File: src/rtl/ysyx_25040105_pkg.sv
// rtl/ysyx_25040105_pkg.sv - shared widths, write-back request type and source encodings
package ysyx_25040105_pkg;

    localparam int DEF_ADDR_WIDTH = 5;
    localparam int DEF_DATA_WIDTH = 32;

    typedef struct packed {
        logic [DEF_ADDR_WIDTH-1:0] rd;
        logic [DEF_DATA_WIDTH-1:0] data;
    } wb_req_t;

    localparam logic SRC_ALU = 1'b0;
    localparam logic SRC_LSU = 1'b1;

endpackage

File: src/rtl/ysyx_25040105_wb_rr_arb.sv
// rtl/ysyx_25040105_wb_rr_arb.sv - 2-way round-robin arbiter between ALU and LSU results
module ysyx_25040105_wb_rr_arb
    import ysyx_25040105_pkg::*;
(
    input  logic clk_i,
    input  logic rst_i,
    input  logic alu_valid_i,
    input  logic lsu_valid_i,
    output logic alu_gnt_o,
    output logic lsu_gnt_o
);

    logic last_grant_q;

    // Under contention the source that was not served last wins.
    always_comb begin
        alu_gnt_o = alu_valid_i && (!lsu_valid_i || (last_grant_q == SRC_LSU));
        lsu_gnt_o = lsu_valid_i && (!alu_valid_i || (last_grant_q == SRC_ALU));
    end

    always_ff @(posedge clk_i or posedge rst_i) begin
        if (rst_i) begin
            last_grant_q <= SRC_ALU;
        end else if (alu_gnt_o) begin
            last_grant_q <= SRC_ALU;
        end else if (lsu_gnt_o) begin
            last_grant_q <= SRC_LSU;
        end
    end

endmodule

File: src/rtl/ysyx_25040105_wb_arbiter.sv
// rtl/ysyx_25040105_wb_arbiter.sv - write-back arbiter, register write port and pending-write scoreboard
module ysyx_25040105_wb_arbiter
    import ysyx_25040105_pkg::*;
#(
    parameter int ADDR_WIDTH = DEF_ADDR_WIDTH,
    parameter int DATA_WIDTH = DEF_DATA_WIDTH,
    parameter int CNT_WIDTH  = 2
) (
    input  logic                  clk_i,
    input  logic                  rst_i,
    input  logic                  issue_valid_i,
    input  logic [ADDR_WIDTH-1:0] issue_rd_i,
    output logic                  issue_ready_o,
    input  logic [ADDR_WIDTH-1:0] rs1_i,
    input  logic [ADDR_WIDTH-1:0] rs2_i,
    output logic                  rs1_busy_o,
    output logic                  rs2_busy_o,
    input  logic                  alu_valid_i,
    output logic                  alu_ready_o,
    input  logic [ADDR_WIDTH-1:0] alu_rd_i,
    input  logic [DATA_WIDTH-1:0] alu_data_i,
    input  logic                  lsu_valid_i,
    output logic                  lsu_ready_o,
    input  logic [ADDR_WIDTH-1:0] lsu_rd_i,
    input  logic [DATA_WIDTH-1:0] lsu_data_i,
    output logic                  rf_wen_o,
    output logic [ADDR_WIDTH-1:0] rf_waddr_o,
    output logic [DATA_WIDTH-1:0] rf_wdata_o,
    output logic                  idle_o,
    output logic                  err_o
);

    localparam int NREG = 2 ** ADDR_WIDTH;
    localparam logic [CNT_WIDTH-1:0] CNT_MAX = '1;

    logic [CNT_WIDTH-1:0]  cnt_q [NREG];
    logic                  rf_wen_q;
    logic [ADDR_WIDTH-1:0] rf_waddr_q;
    logic [DATA_WIDTH-1:0] rf_wdata_q;
    logic                  err_q;

    logic                  alu_gnt;
    logic                  lsu_gnt;
    logic                  acc;
    logic [ADDR_WIDTH-1:0] acc_rd;
    logic [DATA_WIDTH-1:0] acc_data;
    logic                  inc_en;
    logic                  dec_en;
    logic                  any_pend;

    ysyx_25040105_wb_rr_arb u_arb (
        .clk_i       (clk_i),
        .rst_i       (rst_i),
        .alu_valid_i (alu_valid_i),
        .lsu_valid_i (lsu_valid_i),
        .alu_gnt_o   (alu_gnt),
        .lsu_gnt_o   (lsu_gnt)
    );

    always_comb begin
        acc      = alu_gnt || lsu_gnt;
        acc_rd   = lsu_gnt ? lsu_rd_i   : alu_rd_i;
        acc_data = lsu_gnt ? lsu_data_i : alu_data_i;

        issue_ready_o = !((issue_rd_i != '0) && (cnt_q[issue_rd_i] == CNT_MAX));
        inc_en        = issue_valid_i && issue_ready_o && (issue_rd_i != '0);
        // A retire against an empty counter is the error case; it must not wrap.
        dec_en        = rf_wen_q && (cnt_q[rf_waddr_q] != '0);

        rs1_busy_o = (rs1_i != '0) && (cnt_q[rs1_i] != '0);
        rs2_busy_o = (rs2_i != '0) && (cnt_q[rs2_i] != '0);

        any_pend = 1'b0;
        for (int r = 0; r < NREG; r++) begin
            any_pend = any_pend || (cnt_q[r] != '0);
        end
    end

    always_ff @(posedge clk_i or posedge rst_i) begin
        if (rst_i) begin
            for (int r = 0; r < NREG; r++) begin
                cnt_q[r] <= '0;
            end
            rf_wen_q   <= 1'b0;
            rf_waddr_q <= '0;
            rf_wdata_q <= '0;
            err_q      <= 1'b0;
        end else begin
            for (int r = 1; r < NREG; r++) begin
                if (inc_en && (issue_rd_i == ADDR_WIDTH'(r)) &&
                    !(dec_en && (rf_waddr_q == ADDR_WIDTH'(r)))) begin
                    cnt_q[r] <= cnt_q[r] + CNT_WIDTH'(1);
                end else if (dec_en && (rf_waddr_q == ADDR_WIDTH'(r)) &&
                             !(inc_en && (issue_rd_i == ADDR_WIDTH'(r)))) begin
                    cnt_q[r] <= cnt_q[r] - CNT_WIDTH'(1);
                end
            end

            rf_wen_q <= acc && (acc_rd != '0);
            if (acc && (acc_rd != '0)) begin
                rf_waddr_q <= acc_rd;
                rf_wdata_q <= acc_data;
                if (cnt_q[acc_rd] == '0) begin
                    err_q <= 1'b1;
                end
            end
        end
    end

    assign alu_ready_o = alu_gnt;
    assign lsu_ready_o = lsu_gnt;
    assign rf_wen_o    = rf_wen_q;
    assign rf_waddr_o  = rf_waddr_q;
    assign rf_wdata_o  = rf_wdata_q;
    assign err_o       = err_q;
    assign idle_o      = !any_pend && !rf_wen_q;

endmodule

File: config.mk
export PLATFORM = sky130hd
export DESIGN_NAME = ysyx_25040105_wb_arbiter
export DESIGN_NICKNAME = d
export VERILOG_FILES = /design/src/rtl/ysyx_25040105_pkg.sv /design/src/rtl/ysyx_25040105_wb_rr_arb.sv /design/src/rtl/ysyx_25040105_wb_arbiter.sv
export SDC_FILE = /design/constraint.sdc
export NUM_CORES = 1
export LEC_CHECK = 0
export CORE_AREA = 2 2 123 125
export CTS_CLUSTER_SIZE = 16
export DETAILED_ROUTE_END_ITERATION = 8
export DIE_AREA = 0 0 125 127
export MAX_ROUTING_LAYER = met4
export PLACE_DENSITY = 0.77
export SYNTH_ARGS = -nofsm -noshare
export SYNTH_HDL_FRONTEND = slang
export SYNTH_SLANG_ARGS = --single-unit
File: constraint.sdc
create_clock -name clk_i -period 3.3 [get_ports clk_i]
set_input_delay 0.495 -clock clk_i [delete_from_list [all_inputs] [get_ports clk_i]]
set_output_delay 0.495 -clock clk_i [all_outputs]
set_load 0.02 [all_outputs]
==> metrics.yaml, run 1 <==
status: "finished, final reports clean"
grt_pass1_vias: 5869
fin_skew_ns: 0.0145
htreeDepth: 3
p_per_area_mw_per_mm2: 592
die_y_um: 127
p_leak_uw: 0.00357
ioPinCount: 139
async_flop_share_pct: 100
p_switching_uw: 1980
die_area_mm2: 0.0159
pwr-share-clk_pct: 21.1
ir_worst_vdd_mv: 0.321
cts_buffer_depth: 2
drt_pass1_iterations: 5
worstSetupStartpointType: "primary input"
ff_latch_area_mm2: 0.00255
fillers: 1227
fp-row-count: 44
multi_input_area_mm2: 0.00404
start_util_pct: 46.7
fp.dieW_um: 125
slowest_stage: "clkdlybuf4s50_1"
design.core.area_mm2: 0.0144
route.detailed.drc: 0
end_kind: "output pin"
yosysWarnings: 2
max_freq_mhz: 315
insertion_delay_ns: 0.36
syn_avg_cell_area_um2: 9.53
synth-seq-cells: 102
drt_wl_total_um: 19300
grt_overflow_total: 0
postLayoutCoreUtil_pct: 61.3
cap_violations: 0
area_delta_synth_final_pct: 31.1
holdCritPathClass: "reg -> reg"
finalPower_uw: 5230
arrival_ns: 2.68
dp_hpwl_um: 14900
rrSetupSlack_ns: 0.15
first_iter_violations: 547
synth_area_mm2: 0.00674
ys_seq_area_share_pct: 37.9
tightest_slew_ns: 0.836
rsz0062_at_grt: "no"
track_usage_pct: 25.5
crit_type: "in -> out"
antenna_found_initial: 0
cts_tree: "built"
p_int_uw: 3250
cts-buffers-inserted: 9
place_inst: 1027
hold_viol_final: 0
syn_inst: 707
synth-edff-count: 0
route.vias.total: 5874
synth_ff_type: "dfrtp_1"
final_cell_mix: "clkdlybuf4s50_1, nor2_1, dfrtp_1"
drive_gt1_share_pct: 9.44
comb_power_share_pct: 37.4
whs_ns: 0.480
wire_per_inst_um: 18.5
cp.required_ns: 2.80
crit_fanout: 3
yosys.cell_types.count: 49
cts_num_sinks: 102
root_buffer: "clkbuf_16"
place_congestion: 0.966
period_share_pct: 96.3
grt_max_degree: 67
max_slew_margin_pct: 43.7
seqPwrFrac_pct: 41.5
maxSlewViolCount: 0
grt_pass1_wl_um: 31000
swShare_pct: 37.9
viasPerCell: 5.64
synth_nets: 832
setup_viol: 0
cp_cell_sequence: "clkdlybuf4s50_1, mux4_2, nor2b_1, a211oi_1, a21oi_1, mux2i_1, dlygate4sd2_1"
port_buffers: 137
drtAntennaViolNets: 0
fin_nets: 979
antenna_cells: 0
path_clk_slew_ns: 0.07
crit_path_max_incr_delay_ns: 0.60
layout_commonest_cell: "clkdlybuf4s50_1"
fin_crit_ns: 3.18
instances_no_fill: 1042
critical path: cells and delay by family:
kind / cells / cell delay, ns
AOI/OAI and AO/OA: 2 / 0.30
buffers and inverters: 2 / 0.98
muxes: 2 / 0.76
and+or+nand+nor: 1 / 0.15
stage by stage:
stage / setup WS [ns] / cell area (um^2) / TNS [ns]
3_3_place_gp: -0.273 / 8530 / -0.327
2_1_floorplan: 0.130 / 6740 / 0
4_1_cts: 0.0287 / 8830 / 0
6_report: 0.121 / 8840 / 0
3_5_place_dp: -0.289 / 8530 / -0.459
5_1_grt: 0.00599 / 8840 / 0
layer usage:
metal | up-vias | global-route usage, % | wire [um] | share of wire [%]
li1 | 2755 | - | - | -
met1 | 2796 | 31.9 | 7770 | 40
met2 | 280 | 40.7 | 9380 | 49
met3 | 43 | 7.24 | 1710 | 8.8
met4 | 0 | 7.71 | 458 | 2.4
met5 | - | - | 0 | 0
final timing paths:
path                             endpoint  cells after the start           start
setup / recovery               rs2_busy_o                      7        rs2_i[0]
hold / removal             rf_wdata_o[10]                      2  rf_wdata_o[10]
setup reg to reg                cnt_q[35]                     10       cnt_q[50]
hold reg to reg            rf_wdata_o[10]                      2  rf_wdata_o[10]
max in group asynchronous   rf_wdata_o[4]                      3           rst_i
min in group asynchronous  rf_wdata_o[24]                      2           rst_i
timing repair:
item / 4_1_cts / 5_1_grt
pin swaps: 0 / 1
gates resized for setup: 3 / 1
setup endpoints to repair: 2 / 2
setup buffers: 0 / 0
hold buffers: 0 / 0
cells in the mapped netlist (all sizes together), types with 9 or more instances:
library cell  number  area, um^2
a21oi             14        70.1
buf               12        61.3
clkbuf            22        82.6
dfrtp            102        2550
ha                31         388
mux2i             41         410
mux4              26         608
nand2             99         372
nand3             32         165
nor2             105         394
nor2b              9        56.3
o21ai             54         270
xnor2             31         272
xor2              62         543
kinds of logic (layout without fill, tap and decap cells):
| family | Yosys count | in the layout | share of synthesized area (%) |
|---|---|---|---|
| AND/OR/NAND/NOR | 270 | 270 | 17.3 |
| flip-flops | 102 | 102 | 37.9 |
| AO/OA/AOI/OAI | 100 | 100 | 8.82 |
| XOR/XNOR | 93 | 93 | 12.1 |
| multiplexers | 70 | 70 | 15.6 |
| buffers and inverters | 40 | 191 | 2.47 |
| adder cells (fa/ha/maj) | 31 | 31 | 5.75 |
| other | 1 | 1 | 0.0556 |
power groups by stage:
stage	Combinational, uW	Sequential (uW)	Clock, uW
2_1_floorplan	1180	2150	0
3_3_place_gp	1900	2150	0
3_5_place_dp	1930	2180	0
4_1_cts	1940	2160	1120
5_1_grt	2110	2240	1170
6_report	1960	2170	1100
final cells by class:
type	instances	area share, %
clock buffer	9	2.55
inverter	6	0.283
sequential	102	28.9
timing repair buffer	170	19.0
multi-input combinational	565	45.8
clock inverter	6	0.906
tap	184	2.61
state kept, by name, summed over array words and instances (netlist names):
signal              count
err_o                   1
cnt_q                  62
rf_wen_o                1
rf_wdata_o             32
rf_waddr_o              5
u_arb.last_grant_q      1
Note: power is estimated with default switching activity, not from simulation.
==> run 2, diff against run 1 <==
- CORE_AREA: 2 2 123 125 -> 2 2 124 126
- CTS_CLUSTER_SIZE: 16 -> 24
- DIE_AREA: 0 0 125 127 -> 0 0 126 128
- SYNTH_HIERARCHICAL: unset -> 1
==> metrics.yaml, run 2 <==
fin_nets: 950  # -3.0%
drt_wl_total_um: 18700  # -3.3%
maxSlewViolCount: 0  # unchanged
async_flop_share_pct: 100  # unchanged
top_register: "cnt_q"
area_delta_synth_final_pct: 30.1
arrival_ns: 2.71  # +0.03 ns
die_area_mm2: 0.0161  # +1.6%
viasPerCell: 5.58  # -0.96%
ioPinCount: 139  # unchanged
worstReg2RegEnd: "cnt_q[47]"
grt_pass1_wl_um: 29800  # -3.8%
synth-seq-cells: 102  # unchanged
syn_inst: 679  # -4.0%
hold_viol_final: 0  # unchanged
grt_overflow_total: 0  # unchanged
fin_area_mm2: 0.00887  # +0.41%
route.detailed.drc: 0  # unchanged
yosysWarnings: 10  # +8
ys_seq_area_share_pct: 37.4  # -0.44 points
max_freq_mhz: 312  # -0.92%
ir_worst_vdd_mv: 0.349  # +9.0%
root_buffer: "clkbuf_16"
syn_avg_cell_area_um2: 10.0  # +5.4%
synth-edff-count: 0  # unchanged
first_iter_violations: 465  # -15%
layout_commonest_cell: "clkdlybuf4s50_1"
cts_tree: "built"
wire_per_inst_um: 18.4  # -0.89%
status: "finished, final reports clean"
rsz0062_at_grt: "no"
final_cell_mix: "clkdlybuf4s50_1, dfrtp_1, nand2_1"
holdCritPathClass: "in -> async"
max_slew_margin_pct: 39.3  # -4.4 points
route.vias.total: 5678  # -3.3%
reg2reg_depth: 7  # -3
synth_area_mm2: 0.00682  # +1.2%
reg2reg_from: "rf_waddr_o[1]"
cp.required_ns: 2.80  # about the same
yosys-top-cells-area: "dfrtp_1, mux4_2, xor2_1"
start_util_pct: 45.9  # -0.85 points
cts-buffers-inserted: 9  # unchanged
synth_top_area_share_pct: 37.4  # -0.44 points
largest_reg_flops: 62  # unchanged
instances_no_fill: 1017  # -2.4%
worstSetupStartpointType: "primary input"
p_leak_uw: 0.00356  # -0.39%
track_usage_pct: 24.4  # -1.1 points
place_inst: 1002  # -2.4%
crit_fanout: 9  # +6
end_kind: "output pin"
grt_pass1_vias: 5653  # -3.7%
crit_type: "in -> out"
insertion_delay_ns: 0.36  # about the same
yosysTopAreaCell: "dfrtp_1"
cap_violations: 0  # unchanged
drive_gt1_share_pct: 11.1  # +1.7 points
drtAntennaViolNets: 0  # unchanged
yosys.cell_types.count: 50  # +2.0%
die_y_um: 128  # +0.79%
fp.dieW_um: 126  # +0.80%
cts_hold_buffers: 0  # unchanged
finalSetupTns_ns: 0  # unchanged
cts_num_sinks: 102  # unchanged
finalPower_uw: 5340  # +2.0%
yosys-top-cells-count: "dfrtp_1, nand2_1, nor2_1, xor2_1, mux2i_1"
fin_crit_ns: 3.21  # +0.0295 ns
cts_buffer_depth: 2  # unchanged
grt_max_degree: 61  # -9.0%
p_per_area_mw_per_mm2: 601  # +1.6%
rrSetupSlack_ns: 0.29  # +0.14 ns
htreeDepth: 3  # unchanged
period_share_pct: 97.2  # +0.89 points
path_clk_slew_ns: 0.07  # about the same
setup_viol: 0  # unchanged
dp_hpwl_um: 14900  # -0.39%
fin_skew_ns: 0.00922  # -0.00524 ns
synth_ff_type: "dfrtp_1"
place_congestion: 0.949  # -1.8%
port_buffers: 137  # unchanged
postCtsSetupBuffers: 0  # unchanged
tightest_slew_ns: 0.901  # +0.0648 ns
drt_pass1_iterations: 5  # unchanged
antenna_cells: 0  # unchanged
fp-row-count: 45  # +2.3%
synth.most_common_cell: "dfrtp_1"
postPlaceCellArea_mm2: 0.00858  # +0.59%
antenna_found_initial: 0  # unchanged
synth_nets: 804  # -3.4%
design.core.area_mm2: 0.0149  # +3.1%
run 2: report_power, final:
part	leakage, uW	internal, uW	switching [uW]	total, uW
clock	0.000141	606	470	1080
combinational	0.00229	1030	1030	2060
sequential	0.00113	1680	522	2200
total	0.00356	3320	2020	5340
run 2: logic make-up (layout without fill, tap and decap cells):
| logic type | count (synthesis) | after routing | share of synthesized area [%] |
|---|---|---|---|
| multiplexers | 83 | 83 | 18.3 |
| AO/OA/AOI/OAI | 78 | 78 | 7.10 |
| AND/OR/NAND/NOR | 252 | 252 | 16.9 |
| XOR/XNOR | 93 | 93 | 11.9 |
| adder cells (fa/ha/maj) | 31 | 31 | 5.69 |
| flip-flops | 102 | 102 | 37.4 |
| buffers and inverters | 39 | 189 | 2.60 |
| other | 1 | 1 | 0.0550 |
run 2: timing repair:
action                     CTS  global route
pin swaps                    0             0
gates resized for setup      3             2
cloned                       0             0
setup endpoints to repair    3             1
run 2: per-stage QoR:
step                      setup WS [ns]  hold slack (ns)  util (%)
final                            0.0914            0.359      59.7
after global routing             0.0150            0.364      59.7
after CTS                        0.0275            0.354      59.7
after detailed placement         -0.259            0.470      57.7
after global placement           -0.237            0.459      57.7
after floorplan                   0.158            0.224         -
run 2: final cells by class:
class | instances | area [um^2]
multi-input combinational | 538 | 4120
sequential | 102 | 2550
clock inverter | 5 | 58.8
inverter | 6 | 25.0
tap | 188 | 235
fill | 1307 | 5990
clock buffer | 10 | 239
timing repair buffer | 168 | 1650
run 2: routing by layer:
layer	wire [um]	share of wire, %	GRT usage, %
met1	7580	41	30.8
met2	8730	47	38.6
met3	1860	9.9	6.64
met4	515	2.8	7.69
met5	0	0	-
run 2: how the worst max path moves through the flow:
stage	startpoint	endpoint	slack, ns	depth (start not counted)
after global routing	issue_rd_i[3]	issue_ready_o	0.02	6
after CTS	rs1_i[1]	rs1_busy_o	0.03	6
final	rs2_i[1]	rs2_busy_o	0.09	6
after floorplan	rst_i	cnt_q[0]	0.16	1
after detailed placement	rs1_i[1]	rs1_busy_o	-0.26	6
after global placement	rs1_i[1]	rs1_busy_o	-0.24	6
run 2: worst max-delay path: stages:
cell,delay [ns]
clkdlybuf4s50_1,0.51
buf_12,0.15
mux4_2,0.50
mux4_2,0.50
mux2i_1,0.19
dlygate4sd2_1,0.36
==> run 3, diff against run 2 <==
- CAP_MARGIN: unset -> 30
==> results of run 3 <==
Same layout as run 2: the final DEF is identical, and so are final timing and power.
